[config.mk]
export PLATFORM = sky130hd
export DESIGN_NAME = fifo_destino_pausa
export DESIGN_NICKNAME = d
export VERILOG_FILES = /design/src/rtl/fifo_pkg.sv /design/src/rtl/fifo_destino_pausa_memoria.sv /design/src/rtl/fifo_destino_pausa.sv
export SDC_FILE = /design/constraint.sdc
export NUM_CORES = 1
export LEC_CHECK = 0
export BUFFER_PORTS_ARGS = -buffer_cell sky130_fd_sc_hd__buf_4
export CORE_UTILIZATION = 58
export DETAILED_ROUTE_END_ITERATION = 16
export PLACE_DENSITY = 0.79
export SLEW_MARGIN = 10
export SYNTH_ARGS = -nofsm -noshare
export SYNTH_HDL_FRONTEND = slang
export SYNTH_SLANG_ARGS = --single-unit
[constraint.sdc]
create_clock -name clk -period 4.6 [get_ports clk]
set_input_delay 1.15 -clock clk [delete_from_list [all_inputs] [get_ports clk]]
set_output_delay 1.15 -clock clk [all_outputs]
set_load 0.05 [all_outputs]
[src/rtl/fifo_pkg.sv]
// Shared defaults and pause-FSM encoding for the destination FIFO.
// Imported by the FIFO top and its storage array.
package fifo_pkg;
  localparam int DATA_W = 6;
  localparam int DEPTH  = 8;
  localparam int PTR_W  = 3;
  localparam int UMBRAL_ALTO_DEF = 6;
  localparam int UMBRAL_BAJO_DEF = 2;

  typedef enum logic {
    LIBRE = 1'b0,
    PAUSA = 1'b1
  } estado_e;
endpackage

[src/rtl/fifo_destino_pausa_memoria.sv]
// Storage array for the destination FIFO: one sync write port, one sync read port.
// Only the read register is reset; the array itself is not.
module memoria_fifo
  import fifo_pkg::*;
#(
  parameter int DW = DATA_W,
  parameter int DP = DEPTH,
  parameter int PW = PTR_W
) (
  input  logic          clk,
  input  logic          reset,
  input  logic          we,
  input  logic [PW-1:0] waddr,
  input  logic [DW-1:0] wdata,
  input  logic          re,
  input  logic [PW-1:0] raddr,
  output logic [DW-1:0] rdata
);
  logic [DW-1:0] mem_q [DP];
  logic [DW-1:0] rdata_q;

  always_ff @(posedge clk) begin
    if (we) mem_q[waddr] <= wdata;
  end

  // Read register holds its value when no read is performed.
  always_ff @(posedge clk) begin
    if (reset)   rdata_q <= '0;
    else if (re) rdata_q <= mem_q[raddr];
  end

  assign rdata = rdata_q;
endmodule

[src/rtl/fifo_destino_pausa.sv]
// Destination FIFO behind the routing arbiter, with hysteresis pause
// towards the arbiter pop logic and a sticky overflow/underflow flag.
module fifo_destino_pausa
  import fifo_pkg::*;
#(
  parameter int DW = DATA_W,
  parameter int DP = DEPTH,
  parameter int PW = PTR_W,
  parameter int ALTO_DEF = UMBRAL_ALTO_DEF,
  parameter int BAJO_DEF = UMBRAL_BAJO_DEF
) (
  input  logic          clk,
  input  logic          reset,
  input  logic          push,
  input  logic [DW-1:0] data_in,
  input  logic          pop,
  input  logic          cfg_we,
  input  logic [PW:0]   cfg_alto,
  input  logic [PW:0]   cfg_bajo,
  output logic [DW-1:0] data_out,
  output logic          valid_out,
  output logic          full,
  output logic          empty,
  output logic [PW:0]   count,
  output logic          pause,
  output logic          error
);
  localparam logic [PW:0] LLENO    = (PW+1)'(DP);
  localparam logic [PW:0] ALTO_RST = (PW+1)'(ALTO_DEF);
  localparam logic [PW:0] BAJO_RST = (PW+1)'(BAJO_DEF);

  logic [PW-1:0] wr_q, wr_d, rd_q, rd_d;
  logic [PW:0]   count_q, count_d;
  logic [PW:0]   alto_q, alto_d, bajo_q, bajo_d;
  logic          valid_q, valid_d;
  logic          error_q, error_d;
  estado_e       estado_q, estado_d;
  logic          push_ok, pop_ok, ilegal;

  assign full  = (count_q == LLENO);
  assign empty = (count_q == '0);

  // A pop on a full FIFO frees the slot the push needs in the same cycle.
  assign pop_ok  = pop & ~empty;
  assign push_ok = push & (~full | pop);
  assign ilegal  = (push & full & ~pop) | (pop & empty);

  always_comb begin
    wr_d    = wr_q;
    rd_d    = rd_q;
    count_d = count_q;
    if (push_ok) wr_d = wr_q + 1'b1;
    if (pop_ok)  rd_d = rd_q + 1'b1;
    case ({push_ok, pop_ok})
      2'b10:   count_d = count_q + 1'b1;
      2'b01:   count_d = count_q - 1'b1;
      default: count_d = count_q;
    endcase
  end

  always_comb begin
    valid_d = pop_ok;
    error_d = error_q | ilegal;
    alto_d  = alto_q;
    bajo_d  = bajo_q;
    if (cfg_we && (cfg_bajo < cfg_alto)) begin
      alto_d = cfg_alto;
      bajo_d = cfg_bajo;
    end
  end

  // Thresholds are compared against next-cycle occupancy.
  always_comb begin
    estado_d = estado_q;
    case (estado_q)
      LIBRE:   if (count_d >= alto_q) estado_d = PAUSA;
      PAUSA:   if (count_d <= bajo_q) estado_d = LIBRE;
      default: estado_d = LIBRE;
    endcase
  end

  always_ff @(posedge clk) begin
    if (reset) begin
      wr_q     <= '0;
      rd_q     <= '0;
      count_q  <= '0;
      valid_q  <= 1'b0;
      error_q  <= 1'b0;
      alto_q   <= ALTO_RST;
      bajo_q   <= BAJO_RST;
      estado_q <= LIBRE;
    end else begin
      wr_q     <= wr_d;
      rd_q     <= rd_d;
      count_q  <= count_d;
      valid_q  <= valid_d;
      error_q  <= error_d;
      alto_q   <= alto_d;
      bajo_q   <= bajo_d;
      estado_q <= estado_d;
    end
  end

  memoria_fifo #(
    .DW(DW),
    .DP(DP),
    .PW(PW)
  ) u_mem (
    .clk  (clk),
    .reset(reset),
    .we   (push_ok & ~reset),
    .waddr(wr_q),
    .wdata(data_in),
    .re   (pop_ok & ~reset),
    .raddr(rd_q),
    .rdata(data_out)
  );

  assign valid_out = valid_q;
  assign count     = count_q;
  assign pause     = (estado_q == PAUSA);
  assign error     = error_q;
endmodule

==> results list, run 1 <==
* Status: finished clean
- Total of flip-flops plus latches after synthesis: 75
* Clock tree from TritonCTS: yes
- Leaving out fill and tap cells, the most frequent cells in the layout are sky130_fd_sc_hd__edfxtp_1 (48), sky130_fd_sc_hd__buf_4 (36), sky130_fd_sc_hd__dfxtp_1 (27).
- The initial antenna violation count is 0.
- Mapped Nets: ~280
* Final antenna-violating net count: 0
* Post-detailed-routing wire length: approximately 5900 µm
- Area taken by flip-flops and latches: between 1500 and 2000 µm²
* Wirelength per Cell: 16.6 µm
- Sink count of the clock tree: 75
* Remaining max-slew budget at the tightest pin: 0.307
- Footprint of the multi-input gates: roughly 1200 µm²
- Of the available clock period, the critical path in the final layout requires 0.763.
* Worst skew pair latency: 350 ps
- Growth of design area from synthesis to finish: 15.8%
- Number of buffer cells added on primary ports: 33
- For the pin with the worst max-slew slack, the measured transition is slightly above 1000 ps.
- Remaining DRCs: 0
- Async S/R FF share, synth: 0
* Commonest non-fill, non-tap cell in the layout: sky130_fd_sc_hd__edfxtp_1
- Data arrival, critical path: 3750 ps
* VDD IR-drop max: roughly 0.40 mV
- Global-route wire length before repair: ~10000 µm
- The number of pins exceeding their max-slew limit in the final report is 0.
- The layout has 400 filler cells.
- The cell family contributing the most delay on the critical path is adder cells.
* Die X: 77.3 µm
- Hold Fails Final Rpt: 0
- DRC marker count from the first detailed-route iteration: approximately 160
* Startpoint types: input pin
- Worst Setup End Kind: flip-flop
* Combined area of all synthesized cells: about 3300 µm²
* Number of global-route vias before repair: approximately 2,000
* Setup CP Type: in2reg
- Worst hold-check path type: reg2reg
* Total grt overflow: 0
- Max Root-Sink Buffers: 2
* Maximum fanout count along the critical path: 6
- Worst setup skew after layout: around 8.9 ps
- Dividing the detail-routed via count by the number of cells gives roughly 5.6.
- Number of violations of the max-capacitance limit: 0
- In this run the power density over the cells is 547 nW/µm².
* Dominant cell type by area after synthesis: sky130_fd_sc_hd__edfxtp_1
- Ordered cell list for the critical path: buf_4 -> nand2b_1 -> o21a_1 -> inv_1 -> ha_1 -> fa_1 -> mux2_2 -> ha_1 -> nor2b_1 -> o21a_1 -> o21a_1 -> o311a_1
- Synth Instances: roughly 240
* Area contributors post-synth: sky130_fd_sc_hd__edfxtp_1 (44%), sky130_fd_sc_hd__dfxtp_1 (16%), sky130_fd_sc_hd__mux4_2 (8.2%), sky130_fd_sc_hd__ha_1 (6.1%), sky130_fd_sc_hd__mux2i_1 (3.3%)
- Among all flip-flop cells after synthesis, the most frequent one is sky130_fd_sc_hd__edfxtp_1.
- Resize count post-CTS: 0
- Area share of the largest cell type after synthesis: 0.438
* Cell with the largest stage delay on the worst path: sky130_fd_sc_hd__fa_1
* Placer congestion estimate: around 0.8
- Total Die Area: 5970 µm²
- Post CTS Setup Buffer Count: 0
- Mean instance size in the synthesized netlist: 13.6 µm²
* Placeable core area: 5470 µm²
* Setup Total Neg Slack: 0 ps
- Number of buffers inserted during clock tree synthesis: 9
- Cts-stage hold buffer count: 0
- Initial Utilization: 0.601
- The die is 77.3 µm tall.
* Top Ports: 34
* Cell mode on critical path: sky130_fd_sc_hd__o21a_1
- Final setup violating endpoints: 0
- The synthesized design contains 48 enable-type register cells.
- First-pass iteration count of the detailed router: 4
* Static leakage power: between 1 and 1.5 nW
- Setup repair after global routing left no endpoint under its margin.
- The routed design could run at a clock period as short as about 3500 ps.
* Minimum hold slack: ~470 ps
- The number of antenna diodes in the final layout is 0.
* Required time at the endpoint of the critical path: a little under 5000 ps
- For this run, the slowest stage of the critical path takes roughly 430 ps.
* Share of synthesized area occupied by flip-flops and latches: 0.603
- Of the cells placed in the final design, the portion with a size suffix greater than 1 is 0.250.
- Detailed placement ended at an HPWL of between 3000 and 4000 µm.
- Root buf cell: sky130_fd_sc_hd__clkbuf_8
* Clock slew at the register clock pins of the worst setup and hold paths: approximately 80 ps
- Distinct cell type count of the synthesized netlist: 36
- Number of levels the H-tree was split into: 3
- Vias after detailed routing: 1,991
- Yosys printed 0 warnings.
- Final-stage net count: 315
* Maximum clock rate: between 0.2 and 0.3 GHz
- Entering global routing, the biggest net connects 41 pins.
* Row count: 27
- Bufs and invs on worst path: 2
- For this run, the total global-route usage over all layers was measured as 0.225.
==> power breakdown <==
part | switching (mW) | internal (mW)
sequential | 0.0839 | 0.781
combinational | 0.420 | 0.300
clock | 0.246 | 0.253
total | 0.751 | 1.33
==> cell usage after synthesis (all sizes together), types with 4 or more instances <==
cell / count
a21oi: 5
buf: 6
dfxtp: 27
edfxtp: 48
ha: 16
inv: 12
mux2i: 11
mux4: 12
nand2: 9
nand2b: 16
nor2: 26
nor2b: 6
nor3: 9
o21ai: 4
o22ai: 6
==> tightest hold or removal path: cells and delay by family, from the launching register on <==
family / cells / cell delay, ps
AND/OR/NAND/NOR: 1 / 70
AO/OA/AOI/OAI: 1 / 40
flip-flops: 1 / 330
==> layer usage <==
metal / share of wire / track usage / vias up
li1: - / - / 959
met1: 0.46 / 0.304 / 951
met2: 0.45 / 0.319 / 63
met3: 0.062 / 0.0714 / 18
met4: 0.031 / 0.128 / 0
met5: 0 / 0 / -
==> layout make-up <==
type                    count  area share
clock buffers               9      0.0325
clock inverters             7      0.0200
inverters                  12      0.0118
multi-input cells         145       0.321
flip-flops and latches     75       0.520
well taps                  72      0.0237
repair buffers             36      0.0710
==> state kept, by name, summed over array words and instances, names as in the netlist <==
signal and flops:
count 4, u_mem.mem_q 48, wr_q 3, rd_q 3, pause 1, error 1, alto_q 4, u_mem.rdata 6
valid_out 1, bajo_q 4
==> through the flow <==
stage	setup slack, ps	power, mW	area (µm²)	util	std cells
finish	1090	2.09	3810	0.696	356
floorplan	1010	1.42	3290	-	241
CTS	1120	2.11	3810	0.696	356
global route	907	2.21	3810	0.696	356
detailed placement	734	1.61	3610	0.659	340
global placement	799	1.59	3610	0.659	340
==> logic make-up (layout without fill, tap and decap cells) <==
family	after synthesis	in the layout	synth area share
adders and majority gates	17	17	0.0670
xor gates and xnor gates	5	5	0.0133
muxes	25	25	0.123
DFF	75	75	0.603
AOI/OAI and AO/OA	26	26	0.0529
and+or+nand+nor	72	72	0.112
buffers and inverters	21	64	0.0297
==> worst paths after layout <==
path                 to  cells past startpoint  slack, ps     start
setup / recovery  pause                     12       1090       pop
hold / removal    error                      2        470     error
setup reg to reg  pause                     11       1340  count[1]
hold reg to reg   error                      2        470     error
Note: power is estimated with default switching activity, not from simulation.
==> run 2: changes to the inputs <==
--- a/config.mk
+++ b/config.mk
@@ -6,9 +6,9 @@
 export NUM_CORES = 1
 export LEC_CHECK = 0
 export BUFFER_PORTS_ARGS = -buffer_cell sky130_fd_sc_hd__buf_4
-export CORE_UTILIZATION = 58
+export CORE_UTILIZATION = 52
 export DETAILED_ROUTE_END_ITERATION = 16
-export PLACE_DENSITY = 0.79
+export PLACE_DENSITY = 0.75
 export SLEW_MARGIN = 10
 export SYNTH_ARGS = -nofsm -noshare
 export SYNTH_HDL_FRONTEND = slang
==> constraint.sdc (replaced) <==
create_clock -name clk -period 3 [get_ports clk]
set_input_delay 0.75 -clock clk [delete_from_list [all_inputs] [get_ports clk]]
set_output_delay 0.75 -clock clk [all_outputs]
set_load 0.05 [all_outputs]
==> results list, run 2 (same netlist as run 1, synthesis figures left out) <==
- Commonest non-fill, non-tap cell in the layout: sky130_fd_sc_hd__buf_4
* Number of levels the H-tree was split into: 3 (unchanged)
* Setup CP Type: reg2reg
* Met1 WL: 2780 µm (+3.2%)
- The total power draw is 3.49 mW (+67%).
- Post-detailed-routing wire length: 6140 µm (+3.9%)
- First-pass iteration count of the detailed router: 4 (unchanged)
- Startpoint types: flip-flop
- The placed wire-length estimate was 4180 µm (+4.8%).
- The worst setup path is captured at a flip-flop.
- The standard-cell row count came to 28 (+3.7%).
- Clock tree from TritonCTS: yes
* Number of flip-flops in the largest register: 48 (unchanged)
- The number of pins exceeding their max-slew limit in the final report came to 0 (unchanged).
- The number of design rule violations left after detail routing came to 0 (unchanged).
- The final hold slack came to 476 ps (+2.74 ps).
- The count of buffers from port buffering was 33 (unchanged).
- VDD IR-drop max: 0.538 mV (+33%)
- Met2 layer wire length in the routed design: 2940 µm (+10%)
- For the finished layout, the period the worst path requires is 2910 ps.
- The sum of overflow across all layers after global routing is 0 (unchanged).
- The data arrival time of the worst path came to 3150 ps (-600 ps).
- The sum of buffers and inverters on the critical path was 1 (-1).
- The clock transition time at the flip-flop clock pins of the worst setup and hold paths is 80 ps (about the same).
- The largest fanout on the critical path is 4 (-2).
- In the finished design, the share of the clock period the worst path needs comes to 0.971.
- The count of final hold-check violations is 0 (unchanged).
* Cell with the largest stage delay on the worst path: sky130_fd_sc_hd__or3_4
- The via count normalized by instance count came to 5.44 (-2.8%).
- The total number of vias is 2,066 (+3.8%).
- The signal on the critical path passes through or3_4 -> o21a_1 -> inv_2 -> ha_4 -> ha_1 -> a21o_1 -> a21oi_2 -> mux2i_2 -> xnor2_2 -> ha_1 -> o21a_1 -> o311a_1.
- The run finished with clean final reports.
* Highest metal layer with signal wires: met4
- The area enclosed by the die boundary came to 6650 µm² (+11%).
- Based on the critical path, the design can be clocked at up to around 0.34 GHz.
- Number of diodes: 0 (unchanged)
* Die Ht: 81.5 µm (+5.5%)
- The met3 wire length was 305 µm (-16%).
- The effective utilization at floorplan is 0.546 (-0.0551).
* Growth of design area from synthesis to finish: 23.4%
- The clock tree skew after final layout was 8.97 ps (+0.0341 ps).
- Number of buffers inserted during clock tree synthesis: 9 (unchanged)
- The number of failing setup endpoints in the final timing report came to 0 (unchanged).
- Required time at the endpoint of the critical path: 3240 ps (-1600 ps)
- Global-route wire length before repair: 9600 µm (-1.6%)
- Remaining max-slew budget at the tightest pin: 0.502 (+0.196)
* Cts-stage hold buffer count: 0 (unchanged)
- The transition time of the tightest slew-check pin came to 746 ps (-286 ps).
- The number of top-level pins is 34 (unchanged).
- The area inside the core boundary is 6030 µm² (+10%).
- Clock tree synthesis selected as its root buffer the cell sky130_fd_sc_hd__clkbuf_8.
- The routability-driven placement congestion ratio is 0.761 (-7.0%).
- Worst skew pair latency: 340 ps (about the same)
- Final antenna-violating net count: 0 (unchanged)
* Die X: 81.5 µm (+5.5%)
* Static leakage power: 1.59 nW (+8.5%)
* Number of global-route vias before repair: 1,885 (-6.7%)
- Final core utilization: 0.673 (-0.0226)
- Wirelength per Cell: 16.2 µm (-2.7%)
- The max-cap violation count was 0 (unchanged).
- Most used cells in the layout excluding fill and tap cells: sky130_fd_sc_hd__buf_4 (57), sky130_fd_sc_hd__edfxtp_1 (48), sky130_fd_sc_hd__nor2_1 (26)
- Final-stage net count: 336 (+6.7%)
- Largest incremental delay on the critical path: 380 ps (-50 ps)
- DRC marker count from the first detailed-route iteration: 165 (+5.8%)
- The summed negative setup slack over all endpoints was 0 ps (unchanged).
- Sink count of the clock tree: 75 (unchanged)
* Most flops, register: u_mem.mem_q
- Number of antenna violations at the first check in global routing: 0 (unchanged)
- The number of fill cells in the layout came to 448 (+12%).
- The number of buffers on the longest clock path was 2 (unchanged).
- Unrepaired setup endpoints after global routing: yes
- The all-layer global routing usage is 0.206 (-0.0184).
- The total power per unit cell area was 860 nW/µm² (+57%).
* Delay-heaviest family, CP: compound AO/OA/AOI/OAI gates
- Worst hold-check path type: reg2reg
* Maximum number of pins on one net before global-route repair: 41 (unchanged)
- The share of final-layout standard cells stronger than drive strength 1 came to 0.338 (+0.0877).
==> run 2: cell count changes in the layout (fill, tap and decap cells not counted), moves of 3 or more <==
cell	before	now
sky130_fd_sc_hd__dfxtp_1	27	23
sky130_fd_sc_hd__ha_4	0	3
sky130_fd_sc_hd__clkinv_4	3	0
sky130_fd_sc_hd__ha_1	16	13
sky130_fd_sc_hd__buf_4	36	57
==> run 2: cell type report <==
| class | count | area, µm² | area share |
|---|---|---|---|
| clock buffers | 9 | 124 | 0.0305 |
| clock inverters | 7 | 105 | 0.0259 |
| inverters | 12 | 45.0 | 0.0111 |
| multi-input cells | 145 | 1270 | 0.313 |
| flip-flops and latches | 75 | 1990 | 0.491 |
| well taps | 75 | 93.8 | 0.0231 |
| repair buffers | 57 | 428 | 0.105 |
==> run 2: worst paths after layout <==
check                           slack (ps)  startpoint  cells after the start         to
worst max-delay path                    90    count[2]                     12      pause
worst min-delay path                   480   bajo_q[3]                      2  bajo_q[3]
worst max register to register          90    count[2]                     12      pause
worst min register to register         480   bajo_q[3]                      2  bajo_q[3]
==> run 2: metrics by stage <==
stage / area (µm²) / std cells / setup WS (ps)
final: 4060 / 380 / 87.6
after CTS: 4000 / 377 / 62.6
after global placement: 3770 / 361 / -140
after global routing: 4060 / 380 / -18.5
after detailed placement: 3770 / 361 / -186
after floorplan: 3330 / 241 / -50.5
==> run 2: layer usage <==
| layer | track usage | vias to the layer above |
|---|---|---|
| li1 | - | 1007 |
| met1 | 0.278 | 1003 |
| met2 | 0.313 | 47 |
| met3 | 0.0544 | 9 |
| met4 | 0.0946 | 0 |
| met5 | 0 | - |
==> run 2: worst min-delay path, stage by stage (launching register included) <==
cell and delay (ps):
sky130_fd_sc_hd__dfxtp_1 320, sky130_fd_sc_hd__nand2b_1 60, sky130_fd_sc_hd__mux2i_1 50
==> run 2: timing repair <==
action                     CTS  global route
gates resized for setup      0             5
setup endpoints to repair    0             1
buffers inserted             0             3
==> run 2: report_power, final <==
| group | total, mW | internal, mW | switching, mW |
|---|---|---|---|
| Sequential | 1.31 | 1.20 | 0.110 |
| Clock | 0.883 | 0.483 | 0.401 |
| Combinational | 1.29 | 0.580 | 0.711 |
| Total | 3.49 | 2.27 | 1.22 |
